$ cat config.mk
export PLATFORM = sky130hd
export DESIGN_NAME = depuncturer_multirate_wifi_flat
export DESIGN_NICKNAME = d
export VERILOG_FILES = /design/src/rtl/depuncturer_multirate_wifi_if.sv /design/src/rtl/depuncturer_multirate_wifi.sv /design/src/flat_wrapper.sv
export SDC_FILE = /design/constraint.sdc
export NUM_CORES = 1
export LEC_CHECK = 0
export BUFFER_PORTS_ARGS = -buffer_cell sky130_fd_sc_hd__buf_2
export CAP_MARGIN = 5
export CORE_MARGIN = 4
export CORE_UTILIZATION = 35
export CTS_CLUSTER_SIZE = 30
export DETAILED_ROUTE_END_ITERATION = 16
export SLEW_MARGIN = 20
export SYNTH_ARGS = -nofsm -noshare
export SYNTH_HDL_FRONTEND = slang
export SYNTH_SLANG_ARGS = --single-unit
$ cat constraint.sdc
create_clock -name clk -period 2.6 [get_ports clk]
set_clock_uncertainty 0.1 [all_clocks]
set_input_delay 0.26 -clock clk [delete_from_list [all_inputs] [get_ports clk]]
set_output_delay 0.26 -clock clk [all_outputs]
set_load 0.03 [all_outputs]
$ cat src/rtl/depuncturer_multirate_wifi_if.sv
// Bus bundle for the multirate 802.11 depuncturer: frame control,
// the serial soft-symbol input and the rebuilt (A,B) pair output.
interface depuncturer_multirate_wifi_if #(
  parameter int SOFT_W = 3,
  parameter int LEN_W  = 16
);
  logic              start;
  logic [1:0]        rate;
  logic [LEN_W-1:0]  num_pairs;
  logic              valid_in;
  logic [SOFT_W-1:0] data_in;
  logic              valid_out;
  logic [SOFT_W-1:0] data_a;
  logic [SOFT_W-1:0] data_b;
  logic              erase_a;
  logic              erase_b;
  logic              busy;
  logic              finished;

  modport master (
    output start, rate, num_pairs, valid_in, data_in,
    input  valid_out, data_a, data_b, erase_a, erase_b, busy, finished
  );

  modport slave (
    input  start, rate, num_pairs, valid_in, data_in,
    output valid_out, data_a, data_b, erase_a, erase_b, busy, finished
  );
endinterface

$ cat src/rtl/depuncturer_multirate_wifi.sv
// Run-time rate-selectable 802.11 depuncturer. Rebuilds (A,B) coded pairs
// from a serial stream of received soft symbols, filling punctured
// positions with zero and an erasure flag. One frame per start pulse.
module depuncturer_multirate_wifi #(
  parameter int SOFT_W = 3,
  parameter int LEN_W  = 16
) (
  input logic                         clk,
  input logic                         reset,
  input logic                         enable,
  depuncturer_multirate_wifi_if.slave bus
);

  typedef enum logic [1:0] {IDLE, RUN, DONE} state_t;

  state_t            state_q, state_d;
  logic [1:0]        rate_q, rate_d;
  logic [LEN_W-1:0]  len_q, len_d;
  logic [LEN_W-1:0]  cnt_q, cnt_d;
  logic [2:0]        phase_q, phase_d;
  logic [SOFT_W-1:0] hold_q, hold_d;
  logic              hold_full_q, hold_full_d;
  logic              valid_out_q, valid_out_d;
  logic [SOFT_W-1:0] data_a_q, data_a_d;
  logic [SOFT_W-1:0] data_b_q, data_b_d;
  logic              erase_a_q, erase_a_d;
  logic              erase_b_q, erase_b_d;
  logic              busy_q, busy_d;
  logic              finished_q, finished_d;

  logic              pres_a;
  logic              pres_b;
  logic [2:0]        period;
  logic [LEN_W-1:0]  cnt_inc;

  // Puncturing pattern lookup: which branches are transmitted in this phase.
  always_comb begin
    pres_a = 1'b1;
    pres_b = 1'b1;
    period = 3'd1;
    case (rate_q)
      2'b00: begin
        period = 3'd1;
      end
      2'b01: begin
        period = 3'd2;
        pres_b = (phase_q == 3'd0);
      end
      2'b10: begin
        period = 3'd3;
        pres_a = (phase_q != 3'd2);
        pres_b = (phase_q != 3'd1);
      end
      default: begin
        period = 3'd5;
        pres_a = (phase_q == 3'd0) || (phase_q == 3'd1) || (phase_q == 3'd3);
        pres_b = (phase_q == 3'd0) || (phase_q == 3'd2) || (phase_q == 3'd4);
      end
    endcase
  end

  // Frame control, symbol collection and pair assembly for the next cycle.
  always_comb begin
    state_d     = state_q;
    rate_d      = rate_q;
    len_d       = len_q;
    cnt_d       = cnt_q;
    phase_d     = phase_q;
    hold_d      = hold_q;
    hold_full_d = hold_full_q;
    valid_out_d = 1'b0;
    data_a_d    = data_a_q;
    data_b_d    = data_b_q;
    erase_a_d   = erase_a_q;
    erase_b_d   = erase_b_q;
    finished_d  = 1'b0;
    cnt_inc     = cnt_q + {{(LEN_W-1){1'b0}}, 1'b1};

    if (enable) begin
      case (state_q)
        IDLE: begin
          if (bus.start) begin
            rate_d      = bus.rate;
            len_d       = bus.num_pairs;
            phase_d     = 3'd0;
            hold_d      = '0;
            hold_full_d = 1'b0;
            cnt_d       = '0;
            state_d     = (bus.num_pairs != '0) ? RUN : DONE;
          end
        end
        RUN: begin
          if (bus.valid_in) begin
            if (pres_a && pres_b && !hold_full_q) begin
              hold_d      = bus.data_in;
              hold_full_d = 1'b1;
            end else begin
              valid_out_d = 1'b1;
              hold_full_d = 1'b0;
              if (pres_a && pres_b) begin
                data_a_d  = hold_q;
                data_b_d  = bus.data_in;
                erase_a_d = 1'b0;
                erase_b_d = 1'b0;
              end else if (pres_a) begin
                data_a_d  = bus.data_in;
                data_b_d  = '0;
                erase_a_d = 1'b0;
                erase_b_d = 1'b1;
              end else begin
                data_a_d  = '0;
                data_b_d  = bus.data_in;
                erase_a_d = 1'b1;
                erase_b_d = 1'b0;
              end
              phase_d = (phase_q == period - 3'd1) ? 3'd0 : phase_q + 3'd1;
              cnt_d   = cnt_inc;
              if (cnt_inc == len_q) begin
                state_d = DONE;
              end
            end
          end
        end
        DONE: begin
          finished_d = 1'b1;
          state_d    = IDLE;
        end
        default: begin
          state_d = IDLE;
        end
      endcase
    end

    busy_d = (state_d == RUN);
  end

  // State and registered outputs; reset aborts any frame in progress.
  always_ff @(posedge clk or negedge reset) begin
    if (!reset) begin
      state_q     <= IDLE;
      rate_q      <= 2'b00;
      len_q       <= '0;
      cnt_q       <= '0;
      phase_q     <= 3'd0;
      hold_q      <= '0;
      hold_full_q <= 1'b0;
      valid_out_q <= 1'b0;
      data_a_q    <= '0;
      data_b_q    <= '0;
      erase_a_q   <= 1'b0;
      erase_b_q   <= 1'b0;
      busy_q      <= 1'b0;
      finished_q  <= 1'b0;
    end else begin
      state_q     <= state_d;
      rate_q      <= rate_d;
      len_q       <= len_d;
      cnt_q       <= cnt_d;
      phase_q     <= phase_d;
      hold_q      <= hold_d;
      hold_full_q <= hold_full_d;
      valid_out_q <= valid_out_d;
      data_a_q    <= data_a_d;
      data_b_q    <= data_b_d;
      erase_a_q   <= erase_a_d;
      erase_b_q   <= erase_b_d;
      busy_q      <= busy_d;
      finished_q  <= finished_d;
    end
  end

  assign bus.valid_out = valid_out_q;
  assign bus.data_a    = data_a_q;
  assign bus.data_b    = data_b_q;
  assign bus.erase_a   = erase_a_q;
  assign bus.erase_b   = erase_b_q;
  assign bus.busy      = busy_q;
  assign bus.finished  = finished_q;

endmodule

$ cat src/flat_wrapper.sv
// flat-port wrapper written by rule: the top's interface ports become plain ports
module depuncturer_multirate_wifi_flat 
#(
  parameter int SOFT_W = 3,
  parameter int LEN_W  = 16
)
  (clk, reset, enable, bus_start, bus_rate, bus_num_pairs, bus_valid_in, bus_data_in, bus_valid_out, bus_data_a, bus_data_b, bus_erase_a, bus_erase_b, bus_busy, bus_finished);
  depuncturer_multirate_wifi_if #(.SOFT_W(SOFT_W), .LEN_W(LEN_W)) bus_i ();
  input logic clk;
  input logic reset;
  input logic enable;
  input wire logic [$bits(bus_i.start)-1:0] bus_start;
  input wire logic [$bits(bus_i.rate)-1:0] bus_rate;
  input wire logic [$bits(bus_i.num_pairs)-1:0] bus_num_pairs;
  input wire logic [$bits(bus_i.valid_in)-1:0] bus_valid_in;
  input wire logic [$bits(bus_i.data_in)-1:0] bus_data_in;
  output wire logic [$bits(bus_i.valid_out)-1:0] bus_valid_out;
  output wire logic [$bits(bus_i.data_a)-1:0] bus_data_a;
  output wire logic [$bits(bus_i.data_b)-1:0] bus_data_b;
  output wire logic [$bits(bus_i.erase_a)-1:0] bus_erase_a;
  output wire logic [$bits(bus_i.erase_b)-1:0] bus_erase_b;
  output wire logic [$bits(bus_i.busy)-1:0] bus_busy;
  output wire logic [$bits(bus_i.finished)-1:0] bus_finished;
  assign bus_i.start = bus_start;
  assign bus_i.rate = bus_rate;
  assign bus_i.num_pairs = bus_num_pairs;
  assign bus_i.valid_in = bus_valid_in;
  assign bus_i.data_in = bus_data_in;
  assign bus_valid_out = bus_i.valid_out;
  assign bus_data_a = bus_i.data_a;
  assign bus_data_b = bus_i.data_b;
  assign bus_erase_a = bus_i.erase_a;
  assign bus_erase_b = bus_i.erase_b;
  assign bus_busy = bus_i.busy;
  assign bus_finished = bus_i.finished;
  depuncturer_multirate_wifi #(.SOFT_W(SOFT_W), .LEN_W(LEN_W)) u_core (.clk(clk), .reset(reset), .enable(enable), .bus(bus_i));
endmodule
# Yosys cells after proc, flatten, opt, wreduce, memory -nomap -nowiden
# Index checks and enable logic that the tools add are counted.
# op_classes
bitwise	1
mux	40
n_reduce_logical	18
n_addsub	3
eq_ne	17
# op_table
cell	n
2-to-1 mux 16 bit	3
case mux 16 bit (2 select lines)	1
2-to-1 mux 3 bit	10
adder 16 x 1 -> 16 bit (second input constant)	1
equality test 16 bit	1
nonzero test 16 bit	1
2-to-1 mux 1 bit	13
2-to-1 mux 2 bit	6
case mux 3 bit (2 select lines)	2
AND reduction 5 bit	2
case mux 3 bit (3 select lines)	1
AND reduction 4 bit	2
equality test 2 x 1 -> 1 bit (second input constant)	3
equality test 3 x 2 -> 1 bit (second input constant)	2
inequality test 2 bit (second input constant)	3
equality test 2 bit (second input constant)	2
logical NOT 2 bit	2
logical OR 1 bit	4
case mux 1 bit (2 select lines)	2
case mux 2 bit (2 select lines)	1
adder 3 x 1 -> 3 bit (second input constant)	1
equality test 3 x 1 -> 1 bit (second input constant)	1
equality test 3 bit	1
equality test 3 bit (second input constant)	1
12 further kinds	13
# word_totals
register_bits	54
elab_cells	93
in_bits	26
output_inout_bits	11

# Longest topological paths before layout
# Gate-level depths: netlist of run 1.
# logic_depth
depth_word	11
depth_mapped	10
mapped_depth_nobuf	9

# Worst setup path before layout of run 1
# OpenSTA, ideal clock, no wires.
# synth_path
path_kind	flip-flop to flip-flop
from	register u_core.cnt_q[0]
to	register u_core.busy_q (netlist: u_core.bus.busy)
setup_ns	0.130
path_stages_with_launch	8
period_less_slack_ns	2.658
path_slack_ns	-0.058
t_required_ns	2.370
path_buffers	0
arrival_time_ns	2.427
cell_sequence	dfrtp_1 ha_1 nand3_1 or4_4 a2111o_1 or4_4 o41ai_1 a21oi_1
# synth_between
elab_chain_len	8
# synth_lines
element	line_no	source
from (decl)	depuncturer_multirate_wifi.sv:19	logic [LEN_W-1:0] cnt_q, cnt_d;
from (signal assigned)	depuncturer_multirate_wifi.sv:158	cnt_q <= cnt_d;
adder 16 x 1 -> 16 bit	depuncturer_multirate_wifi.sv:77	cnt_inc = cnt_q + {{(LEN_W-1){1'b0}}, 1'b1};
equality test 16 bit	depuncturer_multirate_wifi.sv:118	if (cnt_inc == len_q) begin
2-to-1 mux 2 bit	depuncturer_multirate_wifi.sv:118	
2-to-1 mux 2 bit	depuncturer_multirate_wifi.sv:94	if (pres_a && pres_b && !hold_full_q) begin
2-to-1 mux 2 bit	depuncturer_multirate_wifi.sv:93	if (bus.valid_in) begin
case mux 2 bit (2 select lines)	depuncturer_multirate_wifi.sv:80	case (state_q)
2-to-1 mux 2 bit	depuncturer_multirate_wifi.sv:79	if (enable) begin
equality test 2 x 1 -> 1 bit	depuncturer_multirate_wifi.sv:134	busy_d = (state_d == RUN);
named net u_core.busy_d	depuncturer_multirate_wifi.sv:28	logic busy_q, busy_d;
to (signal assigned)	depuncturer_multirate_wifi.sv:167	busy_q <= busy_d;
to (decl)	depuncturer_multirate_wifi.sv:28	
# The timed path passes the listed nets, and every way through them passes these cells.
# A chain may end at the register's enable or synchronous reset.

# Final worst setup path of run 1
# layout_path
from	register u_core.phase_q[0]
to	register u_core.busy_q (netlist: u_core.bus.busy)
# layout_between
elab_chain_len	11
word_cells_on_any_way	20
cone_classes	7 x eq/ne; 6 x mux; 7 x reduce/logical
# layout_lines
element	line_no	source
from (decl)	depuncturer_multirate_wifi.sv:20	logic [2:0] phase_q, phase_d;
from (signal assigned)	depuncturer_multirate_wifi.sv:159	phase_q <= phase_d;
equality test 3 x 2 -> 1 bit, or another cell as far along	depuncturer_multirate_wifi.sv:57	pres_b = (phase_q == 3'd0) || (phase_q == 3'd2) || (phase_q == 3'd4);
logical OR 1 bit, on equally long branches (2 in a row)	depuncturer_multirate_wifi.sv:57, depuncturer_multirate_wifi.sv:56	
case mux 1 bit (3 select lines) or case mux 1 bit (2 select lines) (tied branches)	depuncturer_multirate_wifi.sv:41	case (rate_q)
logical AND 1 bit (*) (2 in a row)	depuncturer_multirate_wifi.sv:94	
2-to-1 mux 2 bit (*)	depuncturer_multirate_wifi.sv:94	
2-to-1 mux 2 bit (*)	depuncturer_multirate_wifi.sv:93	
case mux 2 bit (2 select lines) (*)	depuncturer_multirate_wifi.sv:80	
2-to-1 mux 2 bit (*)	depuncturer_multirate_wifi.sv:79	
equality test 2 x 1 -> 1 bit (*)	depuncturer_multirate_wifi.sv:134	
named net u_core.busy_d	depuncturer_multirate_wifi.sv:28	
# Mark *: on every way through the listed nets, which the timed path passes. The rest lies on a longest branch.

==> out/results.ini, run 1 <==
[route]
wl_um = 7430
drtIter0Drc = 96
antenna_left = 0
via_per_inst = 5.19
num_vias = 2570
wl_per_cell_um = 15.0
dr.pass1.iters = 4
drc = 0

[logic_synthesis]
synth_top_family_by_area = simple AND/OR/NAND/NOR gates
ys_seq_area_frac = 0.452
yosysMostFrequentCell = dfrtp_1
synth-edff-count = 0
synth-xor-area-share = 0.0704
synthArstFlopShare = 1.00
netlist_instances = 311
synth_cell_types = 51
synthMuxAreaShare = 0.0708
synthDominantCellAreaShare = 0.452
yosysWarnings = 0
synth_simple_gate_area_frac = 0.192
synthTopCellsByArea = dfrtp_1 45%, mux2_2 6.4%, nand2_1 4.6%
syn_avg_cell_area_um2 = 9.61
synth_area_um2 = 2990
synth_top_area_cell = dfrtp_1
synthAdderAreaFrac = 0.0251
synth_flop_cell = dfrtp_1
synth_nets = 343
synthTopCellsByCount = 54 x dfrtp_1, 37 x nand2_1, 24 x o21ai_0
synth-compound-area-share = 0.159
synth_seq_cells = 54

[setup_path]
r2r_end = u_core.bus.busy
endpoint_kind = flip-flop
crit_type = reg -> reg
crit_required_ns = 2.69
r2r_cells = 9
rr_startpoint = u_core.phase_q[0]
worst-r2r-setup-slack_ns = 0.05
crit_fanout = 4
crit_arrival_ns = 2.64
critPathLaunchType = flip-flop
crit_start = u_core.phase_q[0]

[timing]
hold_viol = 0
finalSetupViolations = 0
finalCriticalPeriod_ns = 2.55
finalSetupTns_ns = 0
slew_headroom = 0.608
fin_crit_sh = 0.979
max_freq_mhz = 393
tightest_slew_ns = 0.583
drv_slew = 0

[finish]
fin_nets = 421
seqCellArea_um2 = 1360
area_growth_pct = 28.4
layout-drive-gt1-share = 0.356
final_util = 0.465
multiInputGateArea_um2 = 1650
fin_area_um2 = 3840
diodes = 0
nFillCells = 792

[floorplanning]
initial_core_util = 0.362
core_area_um2 = 8260
die_w_um = 100
dieArea_um2 = 10100
rows = 33
fp.dieH_um = 100
ioPinCount = 37

[hold_path]
holdCritStartpoint = bus_num_pairs[4]
hp-class = in -> reg
holdPathEnd = u_core.len_q[4]
hold-path-cell-count = 3

[place]
placed_cell_area_um2 = 3530
dp_hpwl_um = 5420
port_buffers = 36
gp_congestion = 0.877

[power_and_ir_drop]
p_per_area_nw_per_um2 = 776
ir_drop_mv = 0.345
power_leakage_nw = 1.78

[cts]
cts_buffer_depth = 2
cts_max_level = 2
cts.clk_slew.worst_paths_ns = 0.10
insertion_delay_ns = 0.31
cts_tree = built
cts_num_sinks = 54
cts_buffers = 5
cts_root_buf = clkbuf_8

[flow_run]
drv_cap = 0

[grt]
grt_pass1_wl_um = 11800
overflow = 0
grt_max_degree = 24
grt_pass1_vias = 2391
grt_util_all_layers = 0.147
grt_antenna_before_repair = 0

[run_status]
status = complete, no violations

## routing by layer
layer  routed length [µm]  global-route usage  share of wire
met1                 3550               0.205           0.48
met2                 3600               0.238           0.48
met3                  183              0.0202          0.025
met4                   93              0.0404          0.013
met5                    0                   0              0
## stage by stage
step,instances,worst slack [ns],total power (W),hold WS [ns]
6_report,495,0.0534,0.00298,0.0648
3_5_place_dp,475,0.0291,0.00228,0.0834
2_1_floorplan,311,0.000774,0.00192,-0.136
3_3_place_gp,475,0.0188,0.00225,0.0783
5_1_grt,495,-0.0335,0.00319,0.0629
4_1_cts,484,0.00268,0.00286,0.0607
## logic make-up after synthesis
kind of cell,Yosys count
and+or+nand+nor,106
AOI/OAI and AO/OA,78
DFF,54
xor gates and xnor gates,24
buffers and inverters,24
muxes,19
adders and majority gates,6
## sequential cells by signal, summed over array words and instances, names as in the netlist, 2 cells and up
register	cells
u_core.bus.data_a	3
u_core.bus.data_b	3
u_core.cnt_q	16
u_core.hold_q	3
u_core.len_q	16
u_core.phase_q	3
u_core.rate_q	2
u_core.state_q	2
## worst max-delay path by stage
stage                        end  slack (ns)
2_1_floorplan    u_core.bus.busy      0.0008
6_report         u_core.bus.busy        0.05
3_5_place_dp     u_core.bus.busy        0.03
3_3_place_gp     u_core.bus.busy        0.02
5_1_grt          u_core.bus.busy       -0.03
4_1_cts        u_core.state_q[1]       0.003
## worst max-delay path: stages, from the launching register on
cell	delay, ns
dfrtp_2	0.46
ha_4	0.17
ha_2	0.15
and3b_2	0.24
a22oi_2	0.09
nand4b_1	0.17
nand2_2	0.08
or4bb_4	0.52
o41ai_2	0.34
a21oi_1	0.11
## what timing repair did
action                                 4_1_cts  5_1_grt
hold buffers                                 1        0
endpoints found under the hold margin       13        0
pin swaps                                    0       12
resized for setup                            1       26
cloned                                       0        1
setup endpoints to repair                    1       26
buffers inserted                             0       10
## cell type report
class                   count  share of cell area
repair buffers             83               0.141
inverters                  12              0.0124
multi-input cells         233               0.430
well taps                 105              0.0342
clock inverters             2             0.00978
clock buffers               6              0.0189
flip-flops and latches     54               0.353
## layout by cell type, fill, tap and decap left out, types with 8 or more instances in the layout
master and instances:
a21oi_1 11, buf_2 37, buf_4 43, dfrtp_1 50, inv_1 10, mux2_2 17
nand2_1 35, nand3_1 10, nor2_1 18, o21ai_0 23, o21ai_1 14, o31ai_1 8
xnor2_1 12, xor2_1 11
## power breakdown
part           total (W)  switching [W]  internal [W]
sequential       0.00122       0.000175       0.00104
clock           0.000574       0.000286      0.000288
combinational    0.00119       0.000637      0.000552
total            0.00298        0.00110       0.00188
Note: power is estimated with default switching activity, not from simulation.
==> run 2: changes to the inputs <==
Settings changed: CELL_PAD_IN_SITES_DETAIL_PLACEMENT set to 1, CELL_PAD_IN_SITES_GLOBAL_PLACEMENT set to 2, CORE_UTILIZATION 35 to 33, CTS_CLUSTER_DIAMETER set to 120, PLACE_DENSITY_LB_ADDON set to 0.1.
==> run 2 against run 1 <==
- global-route usage increased by 2.5 points
- combinational power increased by 4%
- worst setup slack got worse by 0.024 ns
- total power up 1.3%
- non-clock buffer count unchanged
- register-to-register slack got worse by 0.02 ns
- critical endpoint unchanged
- clock power down 3.8%
- sequential power is essentially flat
- critical path depth unchanged
- clock-buffer cell count grew 2
- via count increased by 0.58%
- sequential cell count did not move
==> out/results.ini, run 2 (same netlist as run 1, synthesis figures left out) <==
[grt]
grt_pass1_vias = 2811
grt_pass1_wl_um = 14400
overflow = 0
grt_util_all_layers = 0.172
grt_max_degree = 31
grt_antenna_before_repair = 0

[flow_run]
drv_cap = 0

[finish]
diodes = 0
nFillCells = 1029
final_util = 0.444
fin_nets = 421
reg_top3 = u_core.cnt_q x16, u_core.len_q x16
layout.cells.most_common = dfrtp_1
multiInputGateArea_um2 = 1690
fin_area_um2 = 3890
area_growth_pct = 30.2
seqCellArea_um2 = 1360
layout_common_cells = 49 x dfrtp_1, 44 x buf_4, 36 x nand2_1, 36 x buf_2, 23 x o21ai_0
layout-drive-gt1-share = 0.354

[timing]
fin_crit_sh = 0.989
fin_ws_ns = 0.0298
max_freq_mhz = 389
rsz0062_at_grt = true
tightest_slew_ns = 0.624
slew_headroom = 0.584
fin_hold_ws_ns = 0.0779
finalSetupViolations = 0
drv_slew = 0
hold_viol = 0
finalCriticalPeriod_ns = 2.57

[power_and_ir_drop]
finalPower_w = 0.00302
p_per_area_nw_per_um2 = 776
power_leakage_nw = 1.81
ir_drop_mv = 0.395

[cts]
cts_buffer_depth = 2
cts_buffers = 5
insertion_delay_ns = 0.31
cts_max_level = 2
cts_root_buf = clkbuf_8
cts.clk_slew.worst_paths_ns = 0.10
cts_num_sinks = 54
cts_tree = built

[floorplanning]
dieArea_um2 = 10600
initial_core_util = 0.341
fp.dieH_um = 103
ioPinCount = 37
rows = 34
die_w_um = 103
core_area_um2 = 8760

[setup_path]
crit_arrival_ns = 2.66
endpoint_kind = flip-flop
critPathLaunchType = flip-flop
crit_fanout = 4
crit_required_ns = 2.69
worst-r2r-setup-slack_ns = 0.03
crit_type = reg -> reg

[route]
num_vias = 2585
dr.pass1.iters = 4
via_per_inst = 5.19
wl_um = 8530
drc = 0
wl_per_cell_um = 17.1
antenna_left = 0
drtIter0Drc = 60

[hold_path]
hp-class = in -> reg

[place]
port_buffers = 36
dp_hpwl_um = 6400
gp_congestion = 0.782
dp_slack_ns = -0.0647
placed_cell_area_um2 = 3580

[run_status]
status = complete, no violations

run 2: through the flow:
stage               TNS (ns)  cells
global placement    -0.00679    482
CTS                        0    492
detailed placement    -0.134    482
floorplan                  0    311
finish                     0    498
global route          -0.119    498
run 2: final timing paths:
kind	start	end	depth (start not counted)
worst min-delay path	bus_rate[0]	u_core.rate_q[0]	2
worst min register to register	u_core.bus.data_b[1]	u_core.bus.data_b[1]	2
worst max register to register	u_core.phase_q[0]	u_core.bus.busy	9
worst max-delay path	u_core.phase_q[0]	u_core.bus.busy	9
max in group asynchronous	reset	u_core.cnt_q[1]	3
min in group asynchronous	reset	u_core.bus.data_b[1]	2
run 2: report_power, final:
group          leakage [nW]  switching, W  internal (W)  total (W)
logic                  1.05      0.000668      0.000568    0.00124
registers             0.701      0.000187       0.00104    0.00123
clock network        0.0575      0.000282      0.000270   0.000552
total                  1.81       0.00114       0.00188    0.00302
run 2: final cells by class:
class / instances / area share
multi-input cells: 233 / 0.433
flip-flops and latches: 54 / 0.349
well taps: 108 / 0.0347
inverters: 12 / 0.0129
repair buffers: 83 / 0.142
clock buffers: 8 / 0.0283
run 2: layer usage:
layer / vias to the layer above / share of wire / routed length [µm] / global-route usage
met5: - / 0 / 0 / 0
met4: 0 / 0.0082 / 70 / 0.0359
met3: 7 / 0.026 / 223 / 0.0257
met2: 26 / 0.48 / 4100 / 0.275
met1: 1290 / 0.49 / 4140 / 0.247
li1: 1262 / - / - / -
run 2: repair_timing:
action	CTS	global route
endpoints found under the hold margin	24	0
gates resized for setup	9	22
hold buffers	1	0
setup endpoints to repair	3	19
pin swaps	1	13
gates cloned	0	0
setup buffers	1	7
run 2: worst max-delay path, cell delays in order, from the launching register on:
cell	delay, ns
dfrtp_2	0.46
ha_4	0.18
ha_4	0.14
and3b_2	0.24
a22oi_2	0.08
nand4b_1	0.20
nand2_2	0.10
or4bb_1	0.52
o41ai_2	0.34
a21oi_1	0.11
